### src/rtl/ram_bist_ctrl.sv
// Fill-and-verify sequencer for the 8x64K synchronous RAM: writes a pattern over an
// inclusive (possibly wrapping) address range, reads it back and records mismatches.
module ram_bist_ctrl #(
  parameter int ROW_SHIFT = 4
) (
  input  logic        clk,
  input  logic        rst,
  input  logic        start,
  input  logic        abort,
  input  logic [1:0]  op,
  input  logic [1:0]  mode,
  input  logic [7:0]  pat_val,
  input  logic [15:0] start_addr,
  input  logic [15:0] end_addr,
  output logic        ram_we,
  output logic [15:0] ram_addr,
  output logic [7:0]  ram_din,
  input  logic [7:0]  ram_dout,
  output logic        busy,
  output logic        done,
  output logic        pass,
  output logic [15:0] err_count,
  output logic [15:0] first_err_addr,
  output logic [7:0]  first_err_data
);

  localparam logic [2:0] S_IDLE   = 3'd0;
  localparam logic [2:0] S_FILL   = 3'd1;
  localparam logic [2:0] S_VERIFY = 3'd2;
  localparam logic [2:0] S_LAST   = 3'd3;
  localparam logic [2:0] S_DONE   = 3'd4;

  logic [2:0]  state;
  logic [15:0] cur;
  logic [15:0] last_addr;
  logic        verify_after_fill;
  logic [1:0]  mode_q;
  logic [7:0]  pat_q;
  logic [15:0] start_q;
  logic [15:0] end_q;
  logic [7:0]  exp_q;
  logic [15:0] addr_q;
  logic        rd_valid_q;

  logic [7:0]  cur_pat;
  logic        cmp_en;
  logic        mismatch;
  logic [15:0] err_next;

  always_comb begin
    cur_pat = 8'h00;
    case (mode_q)
      2'd0:    cur_pat = pat_q;
      2'd1:    cur_pat = cur[7:0];
      2'd2:    cur_pat = {7'b0, cur[ROW_SHIFT]};
      default: cur_pat = (cur[0] ^ cur[ROW_SHIFT]) ? 8'hAA : 8'h55;
    endcase
  end

  // Read data lags its address by one cycle, so the first VERIFY cycle has nothing to compare.
  always_comb begin
    cmp_en   = ((state == S_VERIFY) && rd_valid_q) || (state == S_LAST);
    mismatch = cmp_en && (ram_dout != exp_q);
    err_next = err_count;
    if (mismatch && (err_count != 16'hFFFF))
      err_next = err_count + 16'd1;
  end

  always_comb begin
    busy     = (state == S_FILL) || (state == S_VERIFY) || (state == S_LAST);
    done     = (state == S_DONE);
    ram_we   = (state == S_FILL);
    ram_addr = ((state == S_FILL) || (state == S_VERIFY)) ? cur : last_addr;
    ram_din  = cur_pat;
  end

  always_ff @(posedge clk or posedge rst) begin
    if (rst) begin
      state             <= S_IDLE;
      cur               <= 16'h0000;
      last_addr         <= 16'h0000;
      verify_after_fill <= 1'b0;
      mode_q            <= 2'd0;
      pat_q             <= 8'h00;
      start_q           <= 16'h0000;
      end_q             <= 16'h0000;
      exp_q             <= 8'h00;
      addr_q            <= 16'h0000;
      rd_valid_q        <= 1'b0;
      pass              <= 1'b0;
      err_count         <= 16'h0000;
      first_err_addr    <= 16'h0000;
      first_err_data    <= 8'h00;
    end else begin
      rd_valid_q <= (state == S_VERIFY);
      if (cmp_en && !abort) begin
        err_count <= err_next;
        if (mismatch && (err_count == 16'h0000)) begin
          first_err_addr <= addr_q;
          first_err_data <= ram_dout;
        end
      end
      case (state)
        S_IDLE: begin
          if (start) begin
            verify_after_fill <= op[1];
            mode_q            <= mode;
            pat_q             <= pat_val;
            start_q           <= start_addr;
            end_q             <= end_addr;
            cur               <= start_addr;
            err_count         <= 16'h0000;
            first_err_addr    <= 16'h0000;
            first_err_data    <= 8'h00;
            pass              <= 1'b0;
            case (op)
              2'b00: begin
                state <= S_DONE;
                pass  <= 1'b1;
              end
              2'b10:   state <= S_VERIFY;
              default: state <= S_FILL;
            endcase
          end
        end
        S_FILL: begin
          if (abort) begin
            state <= S_IDLE;
            pass  <= 1'b0;
          end else begin
            last_addr <= cur;
            if (cur == end_q) begin
              cur <= start_q;
              if (verify_after_fill) begin
                state <= S_VERIFY;
              end else begin
                state <= S_DONE;
                pass  <= 1'b1;
              end
            end else begin
              cur <= cur + 16'd1;
            end
          end
        end
        S_VERIFY: begin
          if (abort) begin
            state <= S_IDLE;
            pass  <= 1'b0;
          end else begin
            last_addr <= cur;
            exp_q     <= cur_pat;
            addr_q    <= cur;
            if (cur == end_q)
              state <= S_LAST;
            else
              cur <= cur + 16'd1;
          end
        end
        S_LAST: begin
          if (abort) begin
            state <= S_IDLE;
            pass  <= 1'b0;
          end else begin
            state <= S_DONE;
            pass  <= (err_next == 16'h0000);
          end
        end
        default: state <= S_IDLE;
      endcase
    end
  end

endmodule

### config.mk
export PLATFORM = sky130hd
export DESIGN_NAME = ram_bist_ctrl
export DESIGN_NICKNAME = d
export VERILOG_FILES = /design/src/rtl/ram_bist_ctrl.sv
export SDC_FILE = /design/constraint.sdc
export NUM_CORES = 1
export LEC_CHECK = 0
export ABC_AREA = 1
export CAP_MARGIN = 15
export CORE_MARGIN = 1.5
export CORE_UTILIZATION = 30
export CTS_CLUSTER_DIAMETER = 100
export DETAILED_ROUTE_END_ITERATION = 12
export PLACE_DENSITY = 0.54
export SETUP_SLACK_MARGIN = 0.4
export SYNTH_ARGS = -nofsm -noshare
export SYNTH_HDL_FRONTEND = slang
export SYNTH_SLANG_ARGS = --single-unit
### constraint.sdc
create_clock -name clk -period 12.95 [get_ports clk]
set_input_delay 2.59 -clock clk [delete_from_list [all_inputs] [get_ports clk]]
set_output_delay 2.59 -clock clk [all_outputs]
set_load 0.02 [all_outputs]
==> results.ini <==
[detailed_routing]
viasPerCell = 4.67
drc = 0
wl_mm = 21.6
drtPass1Iterations = 5
wl_per_cell_microns = 15.2
drt_iter0_drc = 423
ant_nets = 0
num_vias = 6646

[placement]
place_congestion = 0.842
placed_area_sq_um = 8990
port_buffers = 123
hpwl_mm = 15.4

[yosys]
synth_top_cell_by_area = dfrtp_1
syn_area_sq_um = 7520
synth.top_cell.area_share_pct = 47.9
avgSynthCellArea_sq_um = 7.67
ys_warn_count = 0
synth.yosys.seq_area_share_pct = 47.9
ys_ff_latch = 144
netlist_instances = 981
synthTopCellsByArea = dfrtp_1, nand2_1, o21ai_0
synth.distinct_cells = 39
synth_nets = 1040

[timing]
clock_skew_ns = 0.00970
finalCritPeriodShare_pct = 41.8
max_slew.worst_pin.slew_ns = 1.00
finalHoldViolations = 0
relSlewSlack_pct = 33.1
drv_slew = 0
hold_slack_ns = 0.474
period_needed_ns = 5.41
fmax_ghz = 0.185
tns_ns = 0
grt_setup_unrepaired = no
setup_viol = 0

[floorplan]
fp.coreArea_sq_um = 24500
initial_core_util_pct = 30.7
ios = 124
num_rows = 57
dieArea_sq_um = 26000
die_x_microns = 161
die_h_microns = 161

[global_routing]
grt_pass1_wl_mm = 34.5
grt_overflow_total = 0
grt_start_max_net_pins = 80
grt_pass1_vias = 6204
antenna_found_initial = 0
grt_usage_pct = 17.1

[final_layout]
final_nets = 1145
diodes = 0
final_area_sq_um = 9580
synthToLayoutAreaGrowth_pct = 27.4
layout-drive-gt1-share_pct = 6.37

[setup_path]
crit_slowest_cell = clkdlybuf4s50_1
worst-path-buf-inv = 5
slowest_delay_ns = 0.67
start_kind = register
cp_cell_sequence = inv_2, nand2_2, nor2_2, inv_2, nand2_2, inv_1, buf_4, o21ai_0, clkdlybuf4s50_1
path_class = register to output port
crit_required_ns = 10.36
cp.arrival_ns = 2.82
critPathTopFamily = buffers and inverters
worst-path-max-fanout = 48
end_kind = output port

[cts]
clock_sinks = 144
htree_levels = 4
ctsHoldBuffers = 0
clkSlewWorstSetupHoldPaths_ns = 0.06
post_cts_buffers = 0
cts_buffers = 17
cts_tree = yes
insertion_delay_ns = 0.43
cts-root-buf = clkbuf_16
clockBufferDepth = 2
cts_resized = 0

[power]
comb_power_share_pct = 45.3
switching_power_mw = 1.03
power_frac_seq_pct = 33.3
power_density_nw_per_um2 = 245
max-vdd-ir-drop_v = 0.000125
intPower_mw = 1.33
p_sw_share_pct = 43.6
leakagePower_nw = 4.44
pwr-share-clk_pct = 21.4

[outcome]
status = finished, final reports clean

[job]
cap_violations = 0

[worst_hold_path]
hp-class = register to register

==> area by class of cell <==
cell class              count  area (sq um)
repair buffers            128          1270
multi-input cells         666          3220
inverters                 129           489
clock inverters            13           153
clock buffers              19           443
flip-flops and latches    144          3600
well taps                 324           405
fillers                  2532         14900
==> through the flow <==
step / std cells / util [%] / power [mW] / setup WS, ns
final: 1423 / 39.2 / 2.35 / 7.54
after global routing: 1423 / 39.2 / 2.53 / 7.37
after CTS: 1423 / 39.2 / 2.37 / 7.50
after detailed placement: 1391 / 36.7 / 1.86 / 7.97
after global placement: 1391 / 36.7 / 1.85 / 7.97
after floorplan: 981 / - / 1.45 / 6.49
==> cell families (layout without fill, tap and decap cells) <==
family	Yosys count	after routing	share of synthesized area, %
AND/OR/NAND/NOR	408	408	23.0
AO/OA/AOI/OAI	225	225	15.8
buffers and inverters	171	289	9.33
flip-flops	144	144	47.9
XOR/XNOR	30	30	3.49
adder cells (fa/ha/maj)	3	3	0.499
==> worst register-to-register path, stage by stage, from the launching register on <==
cell	delay, ns
dfrtp_1	0.44
inv_2	0.11
nand2_2	0.09
nor2_4	0.32
nand2_2	0.41
or3_1	0.48
buf_4	0.26
o21ai_0	0.26
a21oi_1	0.06
==> cells in the final DEF (no fill, tap or decap), drive strengths merged, types with 19 or more instances in the layout <==
cell and n:
dfrtp 144, inv 134, o21ai 139, xnor2 19, nand2 285, a21oi 65
nor2 57, clkbuf 19, clkdlybuf4s50 123, nand3 38
==> synthesized netlist by cell type, drive strengths merged <==
cell / count
a211oi: 5
buf: 16
o2111ai: 1
o31a: 1
nor4: 2
inv: 129
o21ai: 139
o31ai: 2
nand4: 16
a32oi: 1
nor3: 7
clkbuf: 26
a31oi: 2
nor2: 57
xnor2: 19
nand3b: 2
o22ai: 2
a21oi: 65
a22oi: 7
nand2: 285
xor2: 11
dfrtp: 144
nand3: 38
ha: 3
or3: 1
==> state kept, by name (all words and copies together) (netlist names) <==
signal,cells
err_count,16
start_q,16
first_err_data,8
end_q,16
last_addr,16
rd_valid_q,1
mode_q,2
state,3
exp_q,8
first_err_addr,16
cur,16
pass,1
pat_q,8
verify_after_fill,1
addr_q,16
==> path summary, 6_finish.rpt <==
| path | from | to | slack (ns) | cells past startpoint |
|---|---|---|---|---|
| worst max-delay path | state[2] | ram_addr[7] | 7.54 | 9 |
| worst min-delay path | start_q[0] | start_q[0] | 0.47 | 2 |
| worst max register to register | state[2] | first_err_addr[9] | 10.41 | 8 |
| worst min register to register | start_q[0] | start_q[0] | 0.47 | 2 |
| max in group asynchronous | rst | last_addr[1] | 8.86 | 3 |
| min in group asynchronous | rst | first_err_addr[11] | 2.62 | 2 |
==> metal layers <==
layer | up-vias | part of all wire (%) | GRT usage, % | wire [microns]
li1 | 3362 | - | - | -
met1 | 3100 | 49 | 24.5 | 10600
met2 | 161 | 45 | 26.1 | 9660
met3 | 23 | 4.4 | 3.16 | 939
met4 | 0 | 1.8 | 5.26 | 378
met5 | - | 0 | 0 | 0
==> power by group through the flow <==
stage                     clock network [mW]  registers, mW  logic (mW)
after floorplan                            0          0.763       0.686
after global placement                     0          0.788        1.06
after detailed placement                   0          0.789        1.07
after CTS                              0.515          0.781        1.07
after global routing                   0.532          0.808        1.19
final                                  0.503          0.783        1.07
(Power assumes the default switching activity.)
